**config.mk**
```make
export PLATFORM = sky130hd
export DESIGN_NAME = port_uart_tx
export DESIGN_NICKNAME = d
export VERILOG_FILES = /design/src/rtl/uart_pkg.sv /design/src/rtl/uart_tx_fifo.sv /design/src/rtl/port_uart_tx.sv
export SDC_FILE = /design/constraint.sdc
export NUM_CORES = 1
export LEC_CHECK = 0
export ABC_CLOCK_PERIOD_IN_PS = 5150
export CAP_MARGIN = 20
export CORE_MARGIN = 1
export CORE_UTILIZATION = 55
export DETAILED_ROUTE_END_ITERATION = 8
export GPL_TIMING_DRIVEN = 1
export PLACE_DENSITY_LB_ADDON = 0.08
export REMOVE_ABC_BUFFERS = 1
export SYNTH_ARGS = -nofsm -noshare
export SYNTH_HDL_FRONTEND = slang
export SYNTH_HIERARCHICAL = 1
export SYNTH_SLANG_ARGS = --single-unit
```
**constraint.sdc**
```tcl
create_clock -name CLK -period 5.15 [get_ports CLK]
set_clock_uncertainty 0.2 [all_clocks]
set_input_delay 1.03 -clock CLK [delete_from_list [all_inputs] [get_ports CLK]]
set_output_delay 1.03 -clock CLK [all_outputs]
set_load 0.1 [all_outputs]
```
**src/rtl/uart_pkg.sv**
```systemverilog
// Shared definitions for the port UART transmitter: FSM state encoding,
// default timing/buffer parameters and the parity helper.
package uart_pkg;

  localparam int DEFAULT_CLKS_PER_BIT = 139;  // 16 MHz / 115200 baud
  localparam int DEFAULT_FIFO_DEPTH   = 4;
  localparam int DATA_BITS            = 8;

  localparam logic [2:0] ST_IDLE   = 3'd0;
  localparam logic [2:0] ST_START  = 3'd1;
  localparam logic [2:0] ST_DATA   = 3'd2;
  localparam logic [2:0] ST_PARITY = 3'd3;
  localparam logic [2:0] ST_STOP   = 3'd4;

  function automatic logic even_parity(input logic [DATA_BITS-1:0] data);
    return ^data;
  endfunction

endpackage

```
**src/rtl/uart_tx_fifo.sv**
```systemverilog
// Byte FIFO feeding the UART transmitter. Fall-through read (pop_data is the
// head entry), full is registered, and a pop never frees room for a same-cycle push.
module uart_tx_fifo
  import uart_pkg::*;
#(
  parameter int DEPTH = DEFAULT_FIFO_DEPTH
) (
  input  logic                     CLK,
  input  logic                     reset,
  input  logic                     push,
  input  logic                     pop,
  input  logic [7:0]               push_data,
  output logic [7:0]               pop_data,
  output logic [$clog2(DEPTH):0]   count,
  output logic                     full
);

  localparam int AW = $clog2(DEPTH);

  logic [7:0]    mem [DEPTH];
  logic [AW-1:0] wr_ptr_q, wr_ptr_d;
  logic [AW-1:0] rd_ptr_q, rd_ptr_d;
  logic [AW:0]   count_q, count_d;
  logic          full_q, full_d;
  logic          do_push;
  logic          do_pop;

  always_comb begin
    do_push  = push & ~full_q;
    do_pop   = pop & (count_q != '0);
    wr_ptr_d = do_push ? wr_ptr_q + AW'(1) : wr_ptr_q;
    rd_ptr_d = do_pop ? rd_ptr_q + AW'(1) : rd_ptr_q;
    count_d  = count_q;
    case ({do_push, do_pop})
      2'b10:   count_d = count_q + (AW+1)'(1);
      2'b01:   count_d = count_q - (AW+1)'(1);
      default: count_d = count_q;
    endcase
    full_d = (count_d == (AW+1)'(DEPTH));
  end

  // Storage carries no reset; pointers and count alone define the contents.
  always_ff @(posedge CLK) begin
    if (do_push) begin
      mem[wr_ptr_q] <= push_data;
    end
  end

  always_ff @(posedge CLK or negedge reset) begin
    if (!reset) begin
      wr_ptr_q <= '0;
      rd_ptr_q <= '0;
      count_q  <= '0;
      full_q   <= 1'b0;
    end else begin
      wr_ptr_q <= wr_ptr_d;
      rd_ptr_q <= rd_ptr_d;
      count_q  <= count_d;
      full_q   <= full_d;
    end
  end

  assign pop_data = mem[rd_ptr_q];
  assign count    = count_q;
  assign full     = full_q;

endmodule

```
**src/rtl/port_uart_tx.sv**
```systemverilog
// Buffered UART transmitter between a processor output-port byte and a pin.
// Default frame is 8N1; define UART_TX_PARITY_EN to insert an even-parity bit.
module port_uart_tx
  import uart_pkg::*;
#(
  parameter int CLKS_PER_BIT = DEFAULT_CLKS_PER_BIT,
  parameter int FIFO_DEPTH   = DEFAULT_FIFO_DEPTH
) (
  input  logic       CLK,
  input  logic       reset,
  input  logic       wr_en,
  input  logic [7:0] wr_data,
  output logic       tx,
  output logic       busy,
  output logic       full,
  output logic       overflow
);

  localparam int         CW        = $clog2(FIFO_DEPTH);
  localparam logic [15:0] BAUD_LAST = 16'(CLKS_PER_BIT - 1);

  logic [2:0]  state_q, state_d;
  logic [15:0] baud_q, baud_d;
  logic [2:0]  bit_idx_q, bit_idx_d;
  logic [7:0]  shift_q, shift_d;
  logic        tx_q, tx_d;
  logic        busy_q, busy_d;
  logic        overflow_q, overflow_d;
`ifdef UART_TX_PARITY_EN
  logic        parity_q, parity_d;
`endif

  logic        fifo_pop;
  logic [7:0]  fifo_data;
  logic [CW:0] fifo_count;
  logic        fifo_full;
  logic        baud_last;

  uart_tx_fifo #(
    .DEPTH(FIFO_DEPTH)
  ) u_fifo (
    .CLK       (CLK),
    .reset     (reset),
    .push      (wr_en),
    .pop       (fifo_pop),
    .push_data (wr_data),
    .pop_data  (fifo_data),
    .count     (fifo_count),
    .full      (fifo_full)
  );

  assign baud_last = (baud_q == BAUD_LAST);

  always_comb begin
    state_d   = state_q;
    baud_d    = baud_q + 16'd1;
    bit_idx_d = bit_idx_q;
    shift_d   = shift_q;
    fifo_pop  = 1'b0;
    tx_d      = 1'b1;
`ifdef UART_TX_PARITY_EN
    parity_d  = parity_q;
`endif
    case (state_q)
      ST_IDLE: begin
        baud_d    = '0;
        bit_idx_d = '0;
        if (fifo_count != '0) begin
          fifo_pop = 1'b1;
          shift_d  = fifo_data;
          state_d  = ST_START;
`ifdef UART_TX_PARITY_EN
          parity_d = even_parity(fifo_data);
`endif
        end
      end
      ST_START: begin
        tx_d = 1'b0;
        if (baud_last) begin
          baud_d  = '0;
          state_d = ST_DATA;
        end
      end
      ST_DATA: begin
        tx_d = shift_q[0];
        if (baud_last) begin
          baud_d  = '0;
          shift_d = {1'b0, shift_q[7:1]};
          if (bit_idx_q == 3'd7) begin
`ifdef UART_TX_PARITY_EN
            state_d = ST_PARITY;
`else
            state_d = ST_STOP;
`endif
          end else begin
            bit_idx_d = bit_idx_q + 3'd1;
          end
        end
      end
`ifdef UART_TX_PARITY_EN
      ST_PARITY: begin
        tx_d = parity_q;
        if (baud_last) begin
          baud_d  = '0;
          state_d = ST_STOP;
        end
      end
`endif
      ST_STOP: begin
        tx_d = 1'b1;
        // Returning to IDLE (rather than popping here) yields the one idle cycle between frames.
        if (baud_last) begin
          baud_d  = '0;
          state_d = ST_IDLE;
        end
      end
      default: begin
        baud_d  = '0;
        state_d = ST_IDLE;
      end
    endcase

    // Registered from current state so tx and busy share one cycle of lag.
    busy_d     = (state_q != ST_IDLE) || (fifo_count != '0);
    overflow_d = overflow_q | (wr_en & fifo_full);
  end

  always_ff @(posedge CLK or negedge reset) begin
    if (!reset) begin
      state_q    <= ST_IDLE;
      baud_q     <= '0;
      bit_idx_q  <= '0;
      shift_q    <= '0;
      tx_q       <= 1'b1;
      busy_q     <= 1'b0;
      overflow_q <= 1'b0;
`ifdef UART_TX_PARITY_EN
      parity_q   <= 1'b0;
`endif
    end else begin
      state_q    <= state_d;
      baud_q     <= baud_d;
      bit_idx_q  <= bit_idx_d;
      shift_q    <= shift_d;
      tx_q       <= tx_d;
      busy_q     <= busy_d;
      overflow_q <= overflow_d;
`ifdef UART_TX_PARITY_EN
      parity_q   <= parity_d;
`endif
    end
  end

  assign tx       = tx_q;
  assign busy     = busy_q;
  assign full     = fifo_full;
  assign overflow = overflow_q;

endmodule

```
---- Word-level counts from Yosys, hierarchy flattened ----
Memory sizes are Yosys's and may differ from the RTL's.
Index checks and enable logic that the tools add are counted.
word-level totals
  latch bits .............................. 0
  memories kept ........................... 1
  register bits ........................... 41
  output and inout port bits .............. 4
  input port bits ......................... 11
  bits in writable memories ............... 32
  ROM bits ................................ 0
  logic and storage cells ................. 66
operators by class
  reduce and logical (&&, ||, !) cells .... 9
  shifts and indexed selects .............. 0
  $lt $le $gt $ge ......................... 0
  $mul .................................... 0
  bitwise gates (word level) .............. 5
  add/sub/neg operators ................... 6
  equal/unequal tests ..................... 14
  muxes and demuxes ....................... 20
  divide/modulo/power cells ............... 0
memories
  memory      depth  bits a word  rd ports  clocked after memory_dff  wr ports  RTL line            RTL
  u_fifo.mem  4      8            1         0                         1         uart_tx_fifo.sv:20  logic [7:0] mem [DEPTH];
operator list
  cell                                              number
  2-to-1 mux 16 bit                                 2
  2-to-1 mux 3 bit                                  7
  adder 16 x 1 -> 16 bit, second input constant     1
  == test 16 x 8 -> 1 bit, second input constant    1
  2-to-1 mux 8 bit                                  2
  case mux 8 bit (2 select lines)                   1
  inequality test 2 bit, second input constant      6
  case mux 3 bit (2 select lines)                   2
  case mux 3 bit (4 select lines)                   1
  == test 3 bit, second input constant              3
  adder 3 x 1 -> 3 bit, second input constant       2
  AND reduction 3 bit                               2
  nonzero test 3 bit                                2
  AND reduction 5 bit                               1
  adder 2 x 1 -> 2 bit, second input constant       2
  2-to-1 mux 1 bit                                  4
  bitwise AND 1 bit                                 3
  == test 3 x 1 -> 1 bit, second input constant     1
  == test 3 x 2 -> 1 bit, second input constant     1
  logical NOT 3 bit                                 1
  OR reduction 3 bit                                1
  subtractor 3 x 1 -> 3 bit, second input constant  1
  == test 2 x 1 -> 1 bit, second input constant     1
  == test 2 bit, second input constant              1
  5 further kinds                                   5

---- Depth between registers and ports, before layout ----
Gate-level depths: netlist of the first run.
  word-level depth ........................ 7
  gate-level depth with buffers ........... 11
  gate-level depth less buffers ........... 9

---- Cells and area by module ----
Netlist of the first run, hierarchy kept.
modules (own cells, without submodules)
  module        cells each  instances  area an instance (um^2)
  port_uart_tx  166         1          1725.4
  uart_tx_fifo  82          1          1597.8

---- Worst setup path after synthesis of the first run ----
Ideal clock, no wire load.
  kind .................................... input-to-reg
  start point ............................. in wr_en
  end point ............................... reg u_fifo.full_q, in the netlist u_fifo/full
  setup slack ............................. 2210 ps
  buffers on the path ..................... 1
  library setup time ...................... 87 ps
  stages .................................. 9
  arrival time ............................ 2654 ps
  cells stage by stage .................... nor2b_1 > clkbuf_1 > inv_1 > ha_1 > inv_1 > fa_1 > xor2_1 > or3_4 > a211oi_2
on the way
  word-level cells in the longest chain between the ends .. 4
  elaborated cells between the ends (all ways) .. 5
  classes of those cells .................. 3 x eq/ne; 1 x mux; 1 x bitwise
ends and longest elaborated chain
  element                                                         RTL line            RTL
  from (decl)                                                     port_uart_tx.sv:11  input logic wr_en,
  bitwise AND 1 bit *                                             uart_tx_fifo.sv:29  do_push = push & ~full_q;
  == test 2 x 1 -> 1 bit / == test 2 bit (equally long branches)  uart_tx_fifo.sv:34  case ({do_push, do_pop})
  case mux 3 bit (2 select lines) *                               uart_tx_fifo.sv:34
  == test 3 bit *                                                 uart_tx_fifo.sv:39  full_d = (count_d == (AW+1)'(DEPTH));
  named net u_fifo.full_d                                         uart_tx_fifo.sv:24  logic full_q, full_d;
  to (signal assigned)                                            uart_tx_fifo.sv:59  full_q <= full_d;
  to (decl)                                                       uart_tx_fifo.sv:24
Mark *: on every way through the listed nets, which the timed path passes. The rest lies on a longest branch.
A chain may end at the register's enable or synchronous reset.

---- Final worst setup path of the first run ----
  start point ............................. reg tx_q, in the netlist tx
  end point ............................... out tx
RTL lines
  element                 RTL line             RTL
  from (decl)             port_uart_tx.sv:26   logic tx_q, tx_d;
  from (signal assigned)  port_uart_tx.sv:145  tx_q <= tx_d;
  to (decl)               port_uart_tx.sv:13   output logic tx,
No word-level cell between the ends.

==> results of run 1 <==
==> placed cells by master, fill, tap and decap left out, drive strengths merged, types with 3 or more instances in the layout <==
cell,count
dfrtp,40
nand4,8
inv,10
xor2,8
clkinv,3
nand3,6
and2,11
o21ai,7
mux4,8
or4,4
clkbuf,10
nand2,10
o211ai,4
nor4,9
a221o,7
ha,9
clkdlybuf4s50,13
edfxtp,32
xnor2,12
nor2,22
==> path summary, 6_finish.rpt <==
check / to
max in group asynchronous: u_fifo/count[1]$_DFF_PN0_
min in group asynchronous: shift_q[5]$_DFFE_PN0P_
hold reg to reg: overflow$_DFF_PN0_
hold / removal: overflow$_DFF_PN0_
setup / recovery: tx
setup reg to reg: u_fifo/full$_DFF_PN0_
==> final cells by class <==
cell class / instances / share of cell area (%)
clock inverter: 6 / 2.46
timing repair buffer: 15 / 3.84
multi-input combinational: 153 / 33.4
inverter: 9 / 0.910
tap: 72 / 2.43
sequential: 73 / 53.5
clock buffer: 10 / 3.44
==> stage by stage <==
step | cell area (sq um) | std cells
after floorplan | 3260 | 235
after global placement | 3490 | 322
after detailed placement | 3490 | 322
after CTS | 3710 | 338
after global routing | 3710 | 338
final | 3710 | 338
==> where the power goes <==
part           total (W)  switching (W)  internal, W  leakage [nW]
clock network   0.000487       0.000212     0.000276         0.111
registers       0.000826      0.0000973     0.000729         0.805
logic           0.000342       0.000204     0.000138         0.505
total            0.00166       0.000513      0.00114          1.42
==> per-layer routing <==
metal  share of wire [%]  wire length [microns]
met4                 1.3                     72
met1                  50                   2780
met2                  44                   2470
met5                   0                      0
met3                 4.3                    242
==> sequential cells by signal, indices dropped and copies added (netlist names), 2 cells and up <==
| name | cells |
|---|---|
| u_fifo/mem | 32 |
| baud_q | 16 |
| shift_q | 8 |
| bit_idx_q | 3 |
| state_q | 3 |
| u_fifo/count | 3 |
| u_fifo/rd_ptr_q | 2 |
| u_fifo/wr_ptr_q | 2 |
==> cells by family after synthesis <==
kind of cell	count (synthesis)	synth area share, %
AO/OA/AOI/OAI	28	6.55
XOR/XNOR	20	5.27
adder cells (fa/ha/maj)	10	3.99
buffers and inverters	22	2.86
flip-flops	73	59.8
multiplexers	9	5.72
AND/OR/NAND/NOR	86	15.8
==> results.sh, run 1 <==
export IMPL_run_status="finished, final reports clean"
export IMPL_finalSetupTns_ns=0
export IMPL_numPortBuffers=14
export IMPL_critPathBufInv=1
export IMPL_setup_slack_ns=1.95
export IMPL_rrSetupSlack_ns=2.03
export IMPL_synth_edf_count=32
export IMPL_hp_class="reg -> reg"
export IMPL_cts_root_buf="clkbuf_8"
export IMPL_worstMarginPinSlew_ns=0.963
export IMPL_cp_end_kind="primary output"
export IMPL_power_w=0.00166
export IMPL_antenna_found_initial=0
export IMPL_min_delay_start="overflow$_DFF_PN0_"
export IMPL_cts_buffer_depth=2
export IMPL_grt_use_met3_pct=5.14
export IMPL_max_stage_delay_ns=1.12
export IMPL_regArea_sq_um=1990
export IMPL_grt_pass1_vias=1881
export IMPL_num_vias=1962
export IMPL_dieArea_sq_um=6360
export IMPL_routedWlPerCell_microns=16.5
export IMPL_syn_area_per_cell_sq_um=13.4
export IMPL_drv_slew=0
export IMPL_fin_util_pct=65.4
export IMPL_slew_headroom_pct=35.6
export IMPL_cts_setup_buffers=0
export IMPL_diodes=0
export IMPL_grt_max_degree=42
export IMPL_dr_pass1_iters=6
export IMPL_use_met2_pct=29.5
export IMPL_design_core_area_sq_um=5680
export IMPL_clkTransAtPathRegs_ns=0.08
export IMPL_initial_core_util_pct=58.6
export IMPL_period_minus_slack_ns=3.20
export IMPL_holdWs_ns=0.273
export IMPL_crit_start="tx$_DFF_PN1_"
export IMPL_synth_common_cells="dfrtp_1, edfxtp_1, nor2_1, xnor2_1, and2_1"
export IMPL_rsz0062_at_grt="no"
export IMPL_synth_most_common_cell="dfrtp_1"
export IMPL_reg2regPathDepth=9
export IMPL_cp_num_cells=1
export IMPL_grt_pass1_wl_microns=9430
export IMPL_hold_viol=0
export IMPL_p_per_area_nw_per_um2=446
export IMPL_synth_top_cells_by_area="dfrtp_1, edfxtp_1, mux4_2, ha_1, xnor2_1"
export IMPL_synth_area_sq_um=3320
export IMPL_p_leak_nw=1.42
export IMPL_grt_util_met1_pct=29.2
export IMPL_fmaxAchievable_mhz=312
export IMPL_syn_inst=248
export IMPL_ant_nets=0
export IMPL_cts_tree="yes"
export IMPL_synth_seq_cells=73
export IMPL_finalNetCount=282
export IMPL_gp_congestion=0.782
export IMPL_drv_cap=0
export IMPL_synth_top_area_share_pct=30.1
export IMPL_overflow=0
export IMPL_cp_data_required_time_ns=3.92
export IMPL_synth_main_ff_cell="dfrtp_1"
export IMPL_synth_largest_area_cell="dfrtp_1"
export IMPL_via_per_inst=5.80
export IMPL_drive_above_1_share_pct=12.8
export IMPL_fillers=423
export IMPL_htree_levels=3
export IMPL_rows=27
export IMPL_whs_path_depth=1
export IMPL_path_class="reg -> out"
export IMPL_path_cells="clkdlybuf4s50_1"
export IMPL_synth_cell_types=48
export IMPL_dpl_hpwl_microns=3780
export IMPL_dieWidth_microns=79.7
export IMPL_finalSetupViolCount=0
export IMPL_first_iter_violations=130
export IMPL_seq_area_frac_synth_pct=59.8
export IMPL_grt_most_used_layer="met2"
export IMPL_r2r_start="state_q[1]$_DFFE_PN0P_"
export IMPL_cp_max_fo=1
export IMPL_yosys_warnings=6
export IMPL_numCtsBuffers=9
export IMPL_cp_data_arrival_time_ns=1.97
export IMPL_clock_sink_count=73
export IMPL_cts_resized=0
export IMPL_async_reset_ff_share_pct=56.2
export IMPL_finalWirelength_microns=5560
export IMPL_die_y_microns=79.7
export IMPL_period_share_pct=62.2
export IMPL_drcViolationCount=0
export IMPL_cp_top_family="buffers and inverters"
export IMPL_pre_cts_ws_ns=1.74
export IMPL_multi_input_comb_area_sq_um=1240
export IMPL_io_pins=15
export IMPL_grt_util_all_layers_pct=20.2
export IMPL_crit_path_top_delay_cell="clkdlybuf4s50_1"
export IMPL_setup_worst_path_start_class="register"
export IMPL_irDropWorstVdd_mv=0.433
export IMPL_ctsHoldBuffers=0
export IMPL_area_growth_pct=11.7
export IMPL_worstSkewPairLatency_ns=0.33
Note: power is estimated with default switching activity, not from simulation.
==> run 2: changes to the inputs <==
Settings changed: ABC_CLOCK_PERIOD_IN_PS 5150 to 2600, CORE_UTILIZATION 55 to 54.
Clock period 5.15 ns to 2.6 ns, I/O delays scaled along.
==> results.sh, run 2 (synthesized netlist as in run 1, its figures left out) <==
export IMPL_run_status="finished, final reports clean"
export IMPL_finalSetupViolCount=0
export IMPL_worstMarginPinSlew_ns=0.501
export IMPL_num_vias=1980
export IMPL_final_common_cell="dfrtp_1"
export IMPL_dieArea_sq_um=6470
export IMPL_pre_cts_ws_ns=-0.113
export IMPL_setup_worst_path_start_class="register"
export IMPL_dr_pass1_iters=4
export IMPL_cp_max_fo=2
export IMPL_finalSetupTns_ns=0
export IMPL_numPortBuffers=14
export IMPL_design_core_area_sq_um=5920
export IMPL_first_iter_violations=142
export IMPL_ant_nets=0
export IMPL_area_growth_pct=15.8
export IMPL_grt_max_degree=17
export IMPL_setup_slack_ns=0.106
export IMPL_diodes=0
export IMPL_dpl_cell_count=340
export IMPL_final_cell_mix="dfrtp_1, edfxtp_1, buf_4"
export IMPL_dpl_hpwl_microns=3880
export IMPL_hold_viol=0
export IMPL_drive_above_1_share_pct=19.6
export IMPL_worstSkewPairLatency_ns=0.33
export IMPL_max_stage_delay_ns=0.39
export IMPL_grt_pass1_wl_microns=9630
export IMPL_grt_pass1_vias=1891
export IMPL_p_per_area_nw_per_um2=862
export IMPL_dieWidth_microns=80.4
export IMPL_p_leak_nw=1.50
export IMPL_period_share_pct=95.9
export IMPL_io_pins=15
export IMPL_period_minus_slack_ns=2.49
export IMPL_clock_sink_count=73
export IMPL_finalWirelength_microns=5680
export IMPL_fillers=442
export IMPL_drv_slew=0
export IMPL_hp_class="reg -> reg"
export IMPL_die_y_microns=80.4
export IMPL_initial_core_util_pct=56.1
export IMPL_cp_data_required_time_ns=2.65
export IMPL_gp_congestion=0.774
export IMPL_critPathBufInv=1
export IMPL_fmaxAchievable_mhz=401
export IMPL_cp_top_family="simple AND/OR/NAND/NOR gates"
export IMPL_drcViolationCount=0
export IMPL_crit_path_top_delay_cell="dfrtp_1"
export IMPL_cts_buffer_depth=2
export IMPL_numCtsBuffers=9
export IMPL_path_class="reg -> reg"
export IMPL_overflow=0
export IMPL_largest_register="u_fifo/mem"
export IMPL_cts_root_buf="clkbuf_8"
export IMPL_irDropWorstVdd_mv=0.660
export IMPL_path_cells="nor2_2 > and3b_1 > o31a_1 > ha_2 > inv_1 > fa_1 > xor2_1 > or3_4 > a211oi_2"
export IMPL_routedWlPerCell_microns=15.8
export IMPL_power_w=0.00332
export IMPL_slew_headroom_pct=66.5
export IMPL_via_per_inst=5.50
export IMPL_antenna_found_initial=0
export IMPL_grt_util_all_layers_pct=20.4
export IMPL_htree_levels=3
export IMPL_placed_area_sq_um=3600
export IMPL_finalNetCount=301
export IMPL_largest_register_ffs=32
export IMPL_cp_end_kind="register"
export IMPL_clkTransAtPathRegs_ns=0.07
export IMPL_top_regs="u_fifo/mem (32), baud_q (16), shift_q (8)"
export IMPL_drv_cap=0
export IMPL_finalNonFillerCells=360
export IMPL_cp_data_arrival_time_ns=2.54
export IMPL_rows=28
export IMPL_cts_tree="yes"
export IMPL_finalInstanceArea_sq_um=3850
-- run 2: cell count changes in the layout (fill, tap and decap cells not counted), moves of 2 or more --
cell / delta
clkinv_1: +2
clkinv_4: -2
clkdlybuf4s50_1: -4
clkinvlp_4: +2
buf_4: +22
-- run 2: final timing paths --
| path | start | end | slack, ns | cells after the start |
|---|---|---|---|---|
| max | state_q[1]$_DFFE_PN0P_ | u_fifo/full$_DFF_PN0_ | 0.11 | 9 |
| min | overflow$_DFF_PN0_ | overflow$_DFF_PN0_ | 0.26 | 1 |
| max reg2reg | state_q[1]$_DFFE_PN0P_ | u_fifo/full$_DFF_PN0_ | 0.11 | 9 |
| min reg2reg | overflow$_DFF_PN0_ | overflow$_DFF_PN0_ | 0.26 | 1 |
| max in group asynchronous | reset | baud_q[9]$_DFF_PN0_ | 1.25 | 3 |
| min in group asynchronous | reset | shift_q[1]$_DFFE_PN0P_ | 0.43 | 2 |
-- run 2: power breakdown --
group | switching [W] | leakage [nW] | internal (W) | total (W)
Clock | 0.000410 | 0.0976 | 0.000534 | 0.000945
Combinational | 0.000438 | 0.601 | 0.000329 | 0.000766
Sequential | 0.000162 | 0.805 | 0.00144 | 0.00161
Total | 0.00101 | 1.50 | 0.00231 | 0.00332
-- run 2: area by class of cell --
class	instances	area, sq um	share of cell area (%)
Inverter	9	33.8	0.878
Tap cell	75	93.8	2.44
Multi-Input combinational cell	153	1240	32.3
Clock buffer	10	128	3.32
Timing Repair Buffer	34	278	7.22
Clock inverter	6	82.6	2.15
Sequential cell	73	1990	51.7
-- run 2: repair_timing --
item | in CTS | in global routing
endpoints found under the setup margin | 0 | 1
resized for setup | 0 | 2
buffers inserted | 0 | 3
hold endpoints to repair | 13 | 0
hold buffers | 1 | 0
-- run 2: metrics by stage --
| step | hold slack (ns) | utilization [%] |
|---|---|---|
| floorplan | 0.0244 | - |
| global placement | 0.251 | 60.8 |
| detailed placement | 0.246 | 60.8 |
| CTS | 0.263 | 64.5 |
| global route | 0.273 | 65.0 |
| finish | 0.265 | 65.0 |
-- run 2: metal layers --
layer | part of all wire, % | GRT usage (%)
met3 | 3.2 | 4.77
met1 | 53 | 31.6
met2 | 42 | 27.8
met5 | 0 | 0
met4 | 0.85 | 7.50
==> run 3: changes to the inputs <==
Settings changed: ABC_CLOCK_PERIOD_IN_PS 2600 to 2300, CORE_UTILIZATION 54 to 55.
Clock period 2.6 ns to 2.3 ns, I/O delays scaled along.
==> results.sh, run 3 (synthesized netlist as in run 1, its figures left out) <==
export IMPL_run_status="complete, but fails checks"
export IMPL_failed_checks="setup timing"
export IMPL_p_comb_share_pct=26.9
export IMPL_worstMarginPinSlew_ns=0.527
export IMPL_dieArea_sq_um=6360
export IMPL_slew_headroom_pct=64.9
export IMPL_overflow=0
export IMPL_path_class="reg -> reg"
export IMPL_drive_above_1_share_pct=24.8
export IMPL_grt_pass1_wl_microns=9830
export IMPL_cp_data_arrival_time_ns=2.54
export IMPL_hp_class="reg -> reg"
export IMPL_finalInstanceArea_sq_um=4000
export IMPL_cts_root_buf="clkbuf_8"
export IMPL_worstSkewPairLatency_ns=0.35
export IMPL_largest_register="u_fifo/mem"
export IMPL_switching_power_w=0.00125
export IMPL_clock_sink_count=73
export IMPL_num_vias=2102
export IMPL_drcViolationCount=0
export IMPL_cp_end_kind="register"
export IMPL_drv_cap=0
export IMPL_path_cells="nor2_2 > and3b_1 > o31a_1 > ha_2 > inv_2 > fa_2 > xor2_2 > or3_4 > a211oi_2"
export IMPL_numCtsBuffers=9
export IMPL_rows=27
export IMPL_p_clk_share_pct=27.3
export IMPL_final_common_cell="dfrtp_1"
export IMPL_cts_tree="yes"
export IMPL_fillers=395
export IMPL_period_share_pct=108
export IMPL_period_minus_slack_ns=2.48
export IMPL_final_cell_mix="dfrtp_1, edfxtp_1, buf_4"
export IMPL_setup_worst_path_start_class="register"
export IMPL_finalSetupViolCount=2
export IMPL_dpl_cell_count=345
export IMPL_drv_slew=0
export IMPL_p_int_w=0.00273
export IMPL_max_stage_delay_ns=0.39
export IMPL_dr_pass1_iters=4
export IMPL_cp_data_required_time_ns=2.36
export IMPL_io_pins=15
export IMPL_antenna_found_initial=0
export IMPL_die_y_microns=79.7
export IMPL_area_growth_pct=20.3
export IMPL_dpl_hpwl_microns=4050
export IMPL_via_per_inst=5.74
export IMPL_ant_nets=0
export IMPL_numPortBuffers=14
export IMPL_fin_util_pct=70.4
export IMPL_grt_util_all_layers_pct=21.6
export IMPL_gp_congestion=0.824
export IMPL_p_per_area_nw_per_um2=996
export IMPL_routedWlPerCell_microns=16.7
export IMPL_finalWirelength_microns=6100
export IMPL_crit_path_top_delay_cell="dfrtp_1"
export IMPL_irDropWorstVdd_mv=0.908
export IMPL_hold_viol=0
export IMPL_rsz0062_at_grt="yes"
export IMPL_cp_max_fo=2
export IMPL_power_switching_share_pct=31.4
export IMPL_finalNonFillerCells=366
export IMPL_grt_max_degree=42
export IMPL_dieWidth_microns=79.7
export IMPL_clkTransAtPathRegs_ns=0.08
export IMPL_first_iter_violations=133
export IMPL_diodes=0
export IMPL_initial_core_util_pct=58.6
export IMPL_finalNetCount=310
export IMPL_htree_levels=3
export IMPL_p_leak_nw=1.57
export IMPL_setup_slack_ns=-0.180
export IMPL_cts_buffer_depth=2
export IMPL_top_regs="u_fifo/mem (32), baud_q (16), shift_q (8)"
export IMPL_sequentialPowerShare_pct=45.8
export IMPL_grt_pass1_vias=2019
export IMPL_fmaxAchievable_mhz=403
export IMPL_design_core_area_sq_um=5680
export IMPL_largest_register_ffs=32
export IMPL_placed_area_sq_um=3690
[run 3: layout make-up]
cell class	instances	area, sq um	area share (%)
timing repair buffer	43	383	9.58
clock inverter	7	93.8	2.35
multi-input combinational	153	1280	32.1
tap	72	90.1	2.25
clock buffer	9	124	3.10
sequential	73	1990	49.7
inverter	9	33.8	0.845
[run 3: timing repair]
| item | 4_1_cts | 5_1_grt |
|---|---|---|
| resized for setup | 6 | 4 |
| setup endpoints to repair | 3 | 4 |
| pin swaps | 4 | 3 |
| buffers inserted | 1 | 3 |
| hold buffers | 1 | 0 |
| hold endpoints to repair | 40 | 0 |
[run 3: power by group through the flow]
stage / Combinational [W] / Sequential (W) / Clock, W
final: 0.00107 / 0.00182 / 0.00109
after global routing: 0.00116 / 0.00185 / 0.00117
after CTS: 0.00101 / 0.00182 / 0.00111
after detailed placement: 0.000972 / 0.00184 / 0
after global placement: 0.000946 / 0.00182 / 0
after floorplan: 0.000474 / 0.00193 / 0
[run 3: critical path: cells and delay by family (launching register included)]
family | cells | cell delay [ns]
buffers and inverters | 1 | 0.04
AND/OR/NAND/NOR | 3 | 0.68
XOR/XNOR | 1 | 0.16
adder cells (fa/ha/maj) | 2 | 0.55
flip-flops | 1 | 0.39
AO/OA/AOI/OAI | 2 | 0.37
[run 3: per-layer routing]
| layer | track usage, % | wire length (microns) | vias to the layer above |
|---|---|---|---|
| met4 | 9.64 | 116 | 0 |
| met5 | 0 | 0 | - |
| met1 | 30.3 | 2850 | 1048 |
| li1 | - | - | 1001 |
| met2 | 31.6 | 2850 | 43 |
| met3 | 5.49 | 280 | 10 |
[run 3: final timing paths]
| path | slack [ns] | start | cells after the start | end |
|---|---|---|---|---|
| max | -0.18 | state_q[1]$_DFFE_PN0P_ | 9 | u_fifo/full$_DFF_PN0_ |
| min reg2reg | 0.28 | overflow$_DFF_PN0_ | 1 | overflow$_DFF_PN0_ |
| max reg2reg | -0.18 | state_q[1]$_DFFE_PN0P_ | 9 | u_fifo/full$_DFF_PN0_ |
| min | 0.28 | overflow$_DFF_PN0_ | 1 | overflow$_DFF_PN0_ |
| max in group asynchronous | 1.03 | reset | 3 | tx$_DFF_PN1_ |
| min in group asynchronous | 0.50 | reset | 3 | bit_idx_q[2]$_DFFE_PN0P_ |
[run 3: per-stage QoR]
step | power, W | worst slack, ns | TNS (ns) | hold slack (ns)
2_1_floorplan | 0.00241 | -0.528 | -1.01 | -0.0356
3_3_place_gp | 0.00277 | -0.326 | -0.528 | 0.249
3_5_place_dp | 0.00281 | -0.375 | -0.737 | 0.271
4_1_cts | 0.00394 | -0.111 | -0.111 | 0.292
5_1_grt | 0.00418 | -0.230 | -0.451 | 0.304
6_report | 0.00398 | -0.180 | -0.223 | 0.283
